### config.mk
export PLATFORM = sky130hd
export DESIGN_NAME = label_fetch_sequencer
export DESIGN_NICKNAME = d
export VERILOG_FILES = /design/src/rtl/label_fetch_sequencer.sv
export SDC_FILE = /design/constraint.sdc
export NUM_CORES = 1
export LEC_CHECK = 0
export CAP_MARGIN = 0
export CELL_PAD_IN_SITES_DETAIL_PLACEMENT = 1
export CELL_PAD_IN_SITES_GLOBAL_PLACEMENT = 1
export CORE_ASPECT_RATIO = 1.4
export CORE_MARGIN = 2
export CORE_UTILIZATION = 30
export CTS_CLUSTER_SIZE = 10
export DETAILED_ROUTE_END_ITERATION = 12
export PLACE_DENSITY_LB_ADDON = 0.15
export SLEW_MARGIN = 25
export SYNTH_ARGS = -nofsm -noshare
export SYNTH_HDL_FRONTEND = slang
export SYNTH_SLANG_ARGS = --single-unit
### constraint.sdc
create_clock -name CK -period 2.05 [get_ports CK]
set_clock_uncertainty 0.05 [all_clocks]
set_input_delay 0.41 -clock CK [delete_from_list [all_inputs] [get_ports CK]]
set_output_delay 0.41 -clock CK [all_outputs]
set_load 0.02 [all_outputs]
### src/rtl/label_fetch_sequencer.sv
// Per-scanline label overlay sequencer: detects label bands, fetches 4 glyph rows through the
// character map and glyph ROM, and shifts the resulting 24-pixel row out on pix_tick.
module label_fetch_sequencer (
    input  logic       CK,
    input  logic       RST,
    input  logic       hs_start,
    input  logic [8:0] ypix,
    input  logic       pix_tick,
    output logic       map_en,
    output logic [3:0] map_ychr,
    output logic [2:0] map_xchr,
    input  logic [3:0] map_chr,
    output logic       rom_en,
    output logic [3:0] rom_chr,
    output logic [2:0] rom_scany,
    input  logic [5:0] rom_out,
    output logic       pix_on,
    output logic       busy,
    output logic       late
);

    localparam logic [4:0] LineCols = 5'd24;

    typedef enum logic [2:0] {
        StIdle,
        StMap,
        StLatch,
        StRom,
        StStore,
        StReady
    } state_e;

    state_e      state_q, state_d;
    logic [1:0]  xi_q;
    logic [4:0]  xcnt_q;
    logic [5:0]  glyph_buf [4];
    logic [23:0] glyph_row;
    logic [4:0]  col_idx;

    logic        band_hit;
    logic [3:0]  band_k;
    logic [2:0]  band_row;
    logic [9:0]  band_diff;

    // Bands 0..10 are on a 40-line pitch; the last one is pulled up to fit the 480-line screen.
    function automatic logic [9:0] band_start(input int k);
        if (k == 11) begin
            return 10'd472;
        end
        return 10'(36 + 40 * k);
    endfunction

    // Lines above a band start wrap to large differences, so one unsigned compare suffices.
    always_comb begin
        band_hit  = 1'b0;
        band_k    = '0;
        band_row  = '0;
        band_diff = '0;
        for (int k = 0; k < 12; k++) begin
            band_diff = {1'b0, ypix} - band_start(k);
            if (band_diff < 10'd8) begin
                band_hit = 1'b1;
                band_k   = 4'(k);
                band_row = band_diff[2:0];
            end
        end
    end

    // Character 0 occupies the leftmost (most significant) six pixels.
    assign glyph_row = {glyph_buf[0], glyph_buf[1], glyph_buf[2], glyph_buf[3]};
    assign col_idx   = 5'd23 - xcnt_q;

    assign busy     = (state_q == StMap) || (state_q == StLatch) ||
                      (state_q == StRom) || (state_q == StStore);
    assign map_xchr = {1'b0, xi_q};

    always_ff @(posedge CK or posedge RST) begin
        if (RST) begin
            state_q <= StIdle;
        end else begin
            state_q <= state_d;
        end
    end

    always_comb begin
        state_d = state_q;
        if (hs_start) begin
            state_d = band_hit ? StMap : StIdle;
        end else begin
            case (state_q)
                StIdle:  state_d = StIdle;
                StMap:   state_d = StLatch;
                StLatch: state_d = StRom;
                StRom:   state_d = StStore;
                StStore: state_d = (xi_q == 2'd3) ? StReady : StMap;
                StReady: state_d = (xcnt_q == LineCols) ? StIdle : StReady;
                default: state_d = StIdle;
            endcase
        end
    end

    always_ff @(posedge CK or posedge RST) begin
        if (RST) begin
            map_en    <= 1'b0;
            rom_en    <= 1'b0;
            map_ychr  <= '0;
            rom_chr   <= '0;
            rom_scany <= '0;
            xi_q      <= '0;
            xcnt_q    <= LineCols;
            pix_on    <= 1'b0;
            late      <= 1'b0;
            for (int i = 0; i < 4; i++) begin
                glyph_buf[i] <= '0;
            end
        end else begin
            // Strobes come from the next state so they line up with the state they belong to.
            map_en <= (state_d == StMap);
            rom_en <= (state_d == StRom);
            if (hs_start) begin
                map_ychr  <= band_k;
                rom_scany <= band_row;
                xi_q      <= '0;
                xcnt_q    <= '0;
                pix_on    <= 1'b0;
            end else begin
                if (state_q == StLatch) begin
                    rom_chr <= map_chr;
                end
                if (state_q == StStore) begin
                    glyph_buf[xi_q] <= rom_out;
                    if (xi_q != 2'd3) begin
                        xi_q <= xi_q + 2'd1;
                    end
                end
                if (pix_tick) begin
                    if (xcnt_q < LineCols) begin
                        xcnt_q <= xcnt_q + 5'd1;
                        pix_on <= (state_q == StReady) ? glyph_row[col_idx] : 1'b0;
                        if (busy) begin
                            late <= 1'b1;
                        end
                    end else begin
                        pix_on <= 1'b0;
                    end
                end
            end
        end
    end

endmodule

==> results of run 1 <==
-- stage by stage --
stage / instances / hold WS [ns]
after global placement: 499 / 0.407
after detailed placement: 499 / 0.409
after CTS: 513 / 0.411
after floorplan: 280 / 0.420
after global routing: 516 / 0.433
final: 516 / 0.394
-- sequential cells by signal, summed over array words and instances, names as in the netlist --
signal / flops
rom_en: 1
late: 1
xcnt_q: 5
pix_on: 1
rom_scany: 3
glyph_buf: 24
map_ychr: 4
rom_chr: 4
map_en: 1
state_q: 3
xi_q: 2
-- worst max-delay path, delay by kind of cell, from the launching register on --
kind / cells / cell delay (ns)
flip-flops: 1 / 0.43
AND/OR/NAND/NOR: 1 / 0.15
multiplexers: 2 / 1.04
AO/OA/AOI/OAI: 2 / 0.28
-- power by group --
part | switching [mW] | internal, mW
Combinational | 0.438 | 0.475
Sequential | 0.0689 | 1.08
Clock | 0.385 | 0.461
-- logic make-up (layout without fill, tap and decap cells) --
| family | count (synthesis) | count (layout) | synth area share |
|---|---|---|---|
| flops | 49 | 49 | 0.404 |
| compound gates | 49 | 49 | 0.121 |
| xor+xnor | 11 | 11 | 0.0316 |
| other cells | 1 | 1 | 0.00123 |
| fa+ha+maj | 14 | 14 | 0.0575 |
| buf+inv | 28 | 129 | 0.0555 |
| simple gates | 92 | 92 | 0.168 |
| mux | 36 | 36 | 0.162 |
-- per-layer routing --
layer	vias up	global-route usage	share of wire
met5	-	0	0
met4	0	0.0812	0.035
met3	15	0.0240	0.019
met2	36	0.341	0.58
met1	1298	0.178	0.36
li1	1214	-	-
-- placed cells by master (no fill, tap or decap), drive strengths merged, types with 3 or more instances in the layout --
cell	instances
o2bb2ai	3
nor2b	9
a211oi	4
ha	14
or3	4
clkbuf	8
xnor2	6
nand2b	6
xor2	5
nand2	23
a311oi	3
nand3b	5
nand4	5
inv	14
mux2	29
mux4	7
buf	72
nand3	4
nor2	17
dfrtp	47
clkdlybuf4s50	32
a21oi	10
o21ai	10
nor3	4
-- cell type report --
class                   count  area, µm²
clock buffers               5        125
fillers                  1137       5500
clock inverters             3       25.0
flip-flops and latches     49       1230
inverters                  12       52.6
well taps                 135        169
multi-input cells         203       1860
repair buffers            109        940
-- worst paths after layout --
check / start / end / slack [ns] / depth (start not counted)
max: xcnt_q[0] / pix_on / -0.02 / 5
min: RST / rom_chr[1] / 0.39 / 2
max reg2reg: xcnt_q[0] / pix_on / -0.02 / 5
min reg2reg: late / late / 0.42 / 1
max in group asynchronous: RST / glyph_buf[9] / 1.03 / 3
min in group CK: late / late / 0.42 / 1
-- what timing repair did --
item                                    4_1_cts  5_1_grt
buffers inserted                              6        3
gates cloned                                  0        0
gates resized for setup                      55       25
endpoints found under the setup margin       11        8
pin swaps                                    13       14
==> flow_metrics.env, run 1 <==
export IMPL_status="finished, violations left"
export IMPL_violations="setup timing"
export IMPL_async_flop_share=1.00
export IMPL_ant_nets=0
export IMPL_utilization=0.444
export IMPL_grt_pass1_wl_um=14400
export IMPL_ys_ff_latch=49
export IMPL_grt_pass1_vias=2835
export IMPL_power_leakage_nw=1.91
export IMPL_critPathLaunchType="flip-flop"
export IMPL_cp_common_cell="mux4_2"
export IMPL_wl_um=8930
export IMPL_cts_max_path_buffers=2
export IMPL_timing_worst_setup_path_type="flip-flop to flip-flop"
export IMPL_fin_nets=417
export IMPL_final_setup_tns_ns=-0.0216
export IMPL_synthTopCellsByArea="dfrtp_1 39%, mux2_2 11%, ha_1 5.8%"
export IMPL_required_ns=2.17
export IMPL_hold_class="primary input to asynchronous set/reset pin"
export IMPL_dp_slack_ns=-0.856
export IMPL_initial_core_util=0.308
export IMPL_io_pins=42
export IMPL_yosys_area_top_type="dfrtp_1"
export IMPL_dieHeight_um=123
export IMPL_io_buffers=40
export IMPL_syn_avg_cell_area_um2=10.9
export IMPL_stdcell_area_um2=4400
export IMPL_layout_drive_gt1_share=0.420
export IMPL_core_area_um2=9900
export IMPL_grt_max_degree=21
export IMPL_max_vdd_ir_drop_v=0.000328
export IMPL_clk_pin_slew_worst_paths_ns=0.07
export IMPL_netlist_instances=280
export IMPL_cts_root_buf="clkbuf_16"
export IMPL_ys_types=60
export IMPL_syn_cell_area_um2=3040
export IMPL_ys_flop_type="dfrtp_1"
export IMPL_viasPerCell=4.97
export IMPL_worstSkewPairLatency_ns=0.30
export IMPL_cts_buffers=5
export IMPL_synth_top_area_frac=0.386
export IMPL_cts_tree="done"
export IMPL_path_max_fanout=4
export IMPL_place_gp_congestion=0.823
export IMPL_fin_crit_sh=1.01
export IMPL_dr_pass1_iters=4
export IMPL_dpl_hpwl_um=7010
export IMPL_critPathCaptureType="flip-flop"
export IMPL_max_freq_mhz=483
export IMPL_wl_per_cell_um=17.3
export IMPL_report_power_total_mw=2.91
export IMPL_powerDensity_nw_per_um2=662
export IMPL_area_growth_syn_to_layout_pct=44.5
export IMPL_layout_min_cycle_time_ns=2.07
export IMPL_dieArea_um2=11000
export IMPL_grt_overflow=0
export IMPL_syn_nets=317
export IMPL_rows=43
export IMPL_max_cap_viol_count=0
export IMPL_synth_edff_count=0
export IMPL_cpMaxStageDelayCell="mux4_2"
export IMPL_drt_iter0_markers=57
export IMPL_slew_headroom=0.483
export IMPL_rsz0062_at_grt="yes"
export IMPL_drc=0
export IMPL_die_w_um=89.1
export IMPL_tightest_slew_ns=0.766
export IMPL_finalWorstSetupSlack_ns=-0.0216
export IMPL_cpPeakStageDelay_ns=0.53
export IMPL_setup_violations=1
export IMPL_antenna_found_initial=0
export IMPL_cp_data_arrival_time_ns=2.19
export IMPL_synth_most_common_cell="dfrtp_1"
export IMPL_path_cells="mux4_2, mux4_2, nor2b_4, a31oi_4, o32ai_2"
export IMPL_hold_buffers=0
export IMPL_hold_violations=0
export IMPL_placed_cell_area_um2=3980
export IMPL_grtUsageTotal=0.175
export IMPL_synth_commonest_cells="47 x dfrtp_1, 29 x mux2_2, 23 x nand2_1"
export IMPL_htreeDepth=2
export IMPL_via_count=2563
export IMPL_diodes=0
export IMPL_slew_violations=0
export IMPL_cts_sinks=49
export IMPL_yosys_warnings=0
export IMPL_synth_seq_area_share=0.404
(Power assumes the default switching activity.)
==> run 2, diff against run 1 <==
--- a/config.mk
+++ b/config.mk
@@ -9,12 +9,10 @@
 export CELL_PAD_IN_SITES_DETAIL_PLACEMENT = 1
 export CELL_PAD_IN_SITES_GLOBAL_PLACEMENT = 1
 export CORE_ASPECT_RATIO = 1.4
-export CORE_MARGIN = 2
 export CORE_UTILIZATION = 30
 export CTS_CLUSTER_SIZE = 10
 export DETAILED_ROUTE_END_ITERATION = 12
 export PLACE_DENSITY_LB_ADDON = 0.15
-export SLEW_MARGIN = 25
 export SYNTH_ARGS = -nofsm -noshare
 export SYNTH_HDL_FRONTEND = slang
 export SYNTH_SLANG_ARGS = --single-unit
==> constraint.sdc (replaced) <==
create_clock -name CK -period 2.05 [get_ports CK]
set_clock_uncertainty 0.05 [all_clocks]
set_input_delay 0.41 -clock CK [delete_from_list [all_inputs] [get_ports CK]]
set_output_delay 0.41 -clock CK [all_outputs]
set_load 0.005 [all_outputs]
==> run 2 against run 1 <==
Net effect:
- the flow still finishes with violations (setup timing)
- count of clock-buffer cells in the layout up 2
- largest power group unchanged
- final cell count decreased by 1.2%
- clock power rose by 5.0%
- global-route usage up 1.4 points
- register-to-register slack gained 0.02 ns
- via count fell by 0.47%
- sequential power about the same
- final area is 0.74% higher
- setup slack improved by 0.018 ns
==> flow_metrics.env, run 2 (synthesized netlist as in run 1, its figures left out) <==
export IMPL_largest_reg_flops=24
export IMPL_place_gp_congestion=0.813
export IMPL_hold_class="primary input to asynchronous set/reset pin"
export IMPL_clk_pin_slew_worst_paths_ns=0.07
export IMPL_dieArea_um2=10600
export IMPL_slew_headroom=0.602
export IMPL_viasPerCell=5.00
export IMPL_holdWs_ns=0.372
export IMPL_power_frac_comb=0.283
export IMPL_critPathLaunchType="flip-flop"
export IMPL_reg_top3="glyph_buf (24), xcnt_q (5)"
export IMPL_max_freq_mhz=487
export IMPL_final_cell_mix="51 x buf_4, 44 x dfrtp_1, 32 x clkdlybuf4s50_1, 29 x mux2_2, 22 x nand2_1"
export IMPL_grt_pass1_vias=2875
export IMPL_hold_buffers=0
export IMPL_cp_data_arrival_time_ns=2.17
export IMPL_fin_crit_sh=1.00
export IMPL_cts_root_buf="clkbuf_16"
export IMPL_layout_min_cycle_time_ns=2.05
export IMPL_max_vdd_ir_drop_v=0.000324
export IMPL_dr_pass1_iters=4
export IMPL_path_cells="mux4_2, mux4_2, nor2b_4, a31oi_4, o32ai_2"
export IMPL_final_setup_tns_ns=-0.00320
export IMPL_grtUsageTotal=0.190
export IMPL_tightest_slew_ns=0.590
export IMPL_via_count=2551
export IMPL_slew_violations=0
export IMPL_max_cap_viol_count=0
export IMPL_finalWorstSetupSlack_ns=-0.00320
export IMPL_final_common_cell="buf_4"
export IMPL_p_clk_frac=0.309
export IMPL_hold_violations=0
export IMPL_cts_buffers=5
export IMPL_ant_nets=0
export IMPL_diodes=0
export IMPL_wl_per_cell_um=18.1
export IMPL_area_growth_syn_to_layout_pct=45.6
export IMPL_fin_nets=411
export IMPL_timing_worst_setup_path_type="flip-flop to flip-flop"
export IMPL_seqPwrFrac=0.408
export IMPL_power_leakage_nw=1.92
export IMPL_placed_cell_area_um2=3950
export IMPL_powerDensity_nw_per_um2=649
export IMPL_setup_violations=1
export IMPL_required_ns=2.17
export IMPL_drc=0
export IMPL_internal_power_mw=2.08
export IMPL_die_w_um=87.1
export IMPL_rows=43
export IMPL_cts_sinks=49
export IMPL_grt_pass1_wl_um=14900
export IMPL_rsz0062_at_grt="yes"
export IMPL_status="finished, violations left"
export IMPL_core_area_um2=9900
export IMPL_cts_max_path_buffers=2
export IMPL_grt_max_degree=20
export IMPL_layout_drive_gt1_share=0.416
export IMPL_stdcell_area_um2=4430
export IMPL_multi_input_area_um2=1880
export IMPL_io_pins=42
export IMPL_largest_register="glyph_buf"
export IMPL_cpMaxStageDelayCell="mux4_2"
export IMPL_utilization=0.448
export IMPL_grt_overflow=0
export IMPL_critPathCaptureType="flip-flop"
export IMPL_initial_core_util=0.308
export IMPL_dieHeight_um=121
export IMPL_cpPeakStageDelay_ns=0.55
export IMPL_io_buffers=40
export IMPL_violations="setup timing"
export IMPL_n_fill_cell=1111
export IMPL_htreeDepth=2
export IMPL_path_max_fanout=4
export IMPL_drt_iter0_markers=55
export IMPL_cts_tree="done"
export IMPL_dpl_hpwl_um=7040
export IMPL_cp_common_cell="mux4_2"
export IMPL_worstSkewPairLatency_ns=0.29
export IMPL_netSwitchingPower_mw=0.793
export IMPL_p_sw_frac=0.276
export IMPL_wl_um=9220
export IMPL_seq_area_um2=1230
export IMPL_antenna_found_initial=0
run 2: changes by cell type in the layout (fill, tap and decap cells not counted), moves of 2 or more:
cell	change
buf_4	-12
buf_6	+4
clkbuf_2	-3
clkbuf_8	+2
dlygate4sd2_1	+2
run 2: timing repair:
item	CTS	global route
pin swaps	13	10
buffers inserted	7	0
endpoints found under the hold margin	0	0
gates resized for setup	53	32
setup endpoints to repair	11	9
gates cloned	1	0
run 2: path summary, 6_finish.rpt:
check                      startpoint            to  slack, ns  cells past startpoint
setup / recovery            xcnt_q[0]        pix_on     -0.003                      5
hold / removal                    RST  glyph_buf[4]       0.37                      2
setup reg to reg            xcnt_q[0]        pix_on     -0.003                      5
hold reg to reg                  late          late       0.43                      1
max in group asynchronous         RST     xcnt_q[1]       1.12                      3
min in group CK                  late          late       0.43                      1
run 2: routing by layer:
layer	global-route usage	routed length, µm	up-vias	part of all wire
met5	0	0	-	0
met3	0.0245	166	17	0.018
met1	0.191	3370	1286	0.37
met2	0.373	5320	48	0.58
met4	0.0922	367	0	0.040
li1	-	-	1200	-
run 2: worst max-delay path: cells and delay by family, from the launching register on:
family	cells	cell delay (ns)
compound gates	2	0.26
flops	1	0.43
mux	2	1.03
simple gates	1	0.15
run 2: layout make-up:
type | instances | share of cell area
Inverter | 12 | 0.0124
Tap cell | 135 | 0.0381
Sequential cell | 49 | 0.278
Clock inverter | 1 | 0.00198
Timing Repair Buffer | 103 | 0.211
Multi-Input combinational cell | 203 | 0.424
Clock buffer | 7 | 0.0344
run 2: metrics by stage:
stage          power (mW)  setup WS (ns)  instances
2_1_floorplan        1.54         -0.143        280
3_3_place_gp         1.91         -0.767        494
3_5_place_dp         1.93         -0.843        494
4_1_cts              2.88        -0.0928        510
5_1_grt              3.02        -0.0865        510
6_report             2.88       -0.00320        510
run 2: power by group through the flow:
stage / Sequential, mW / Combinational (mW) / Clock (mW)
floorplan: 1.16 / 0.377 / 0
global placement: 1.18 / 0.730 / 0
detailed placement: 1.19 / 0.743 / 0
CTS: 1.17 / 0.790 / 0.920
global route: 1.19 / 0.883 / 0.948
finish: 1.17 / 0.815 / 0.888
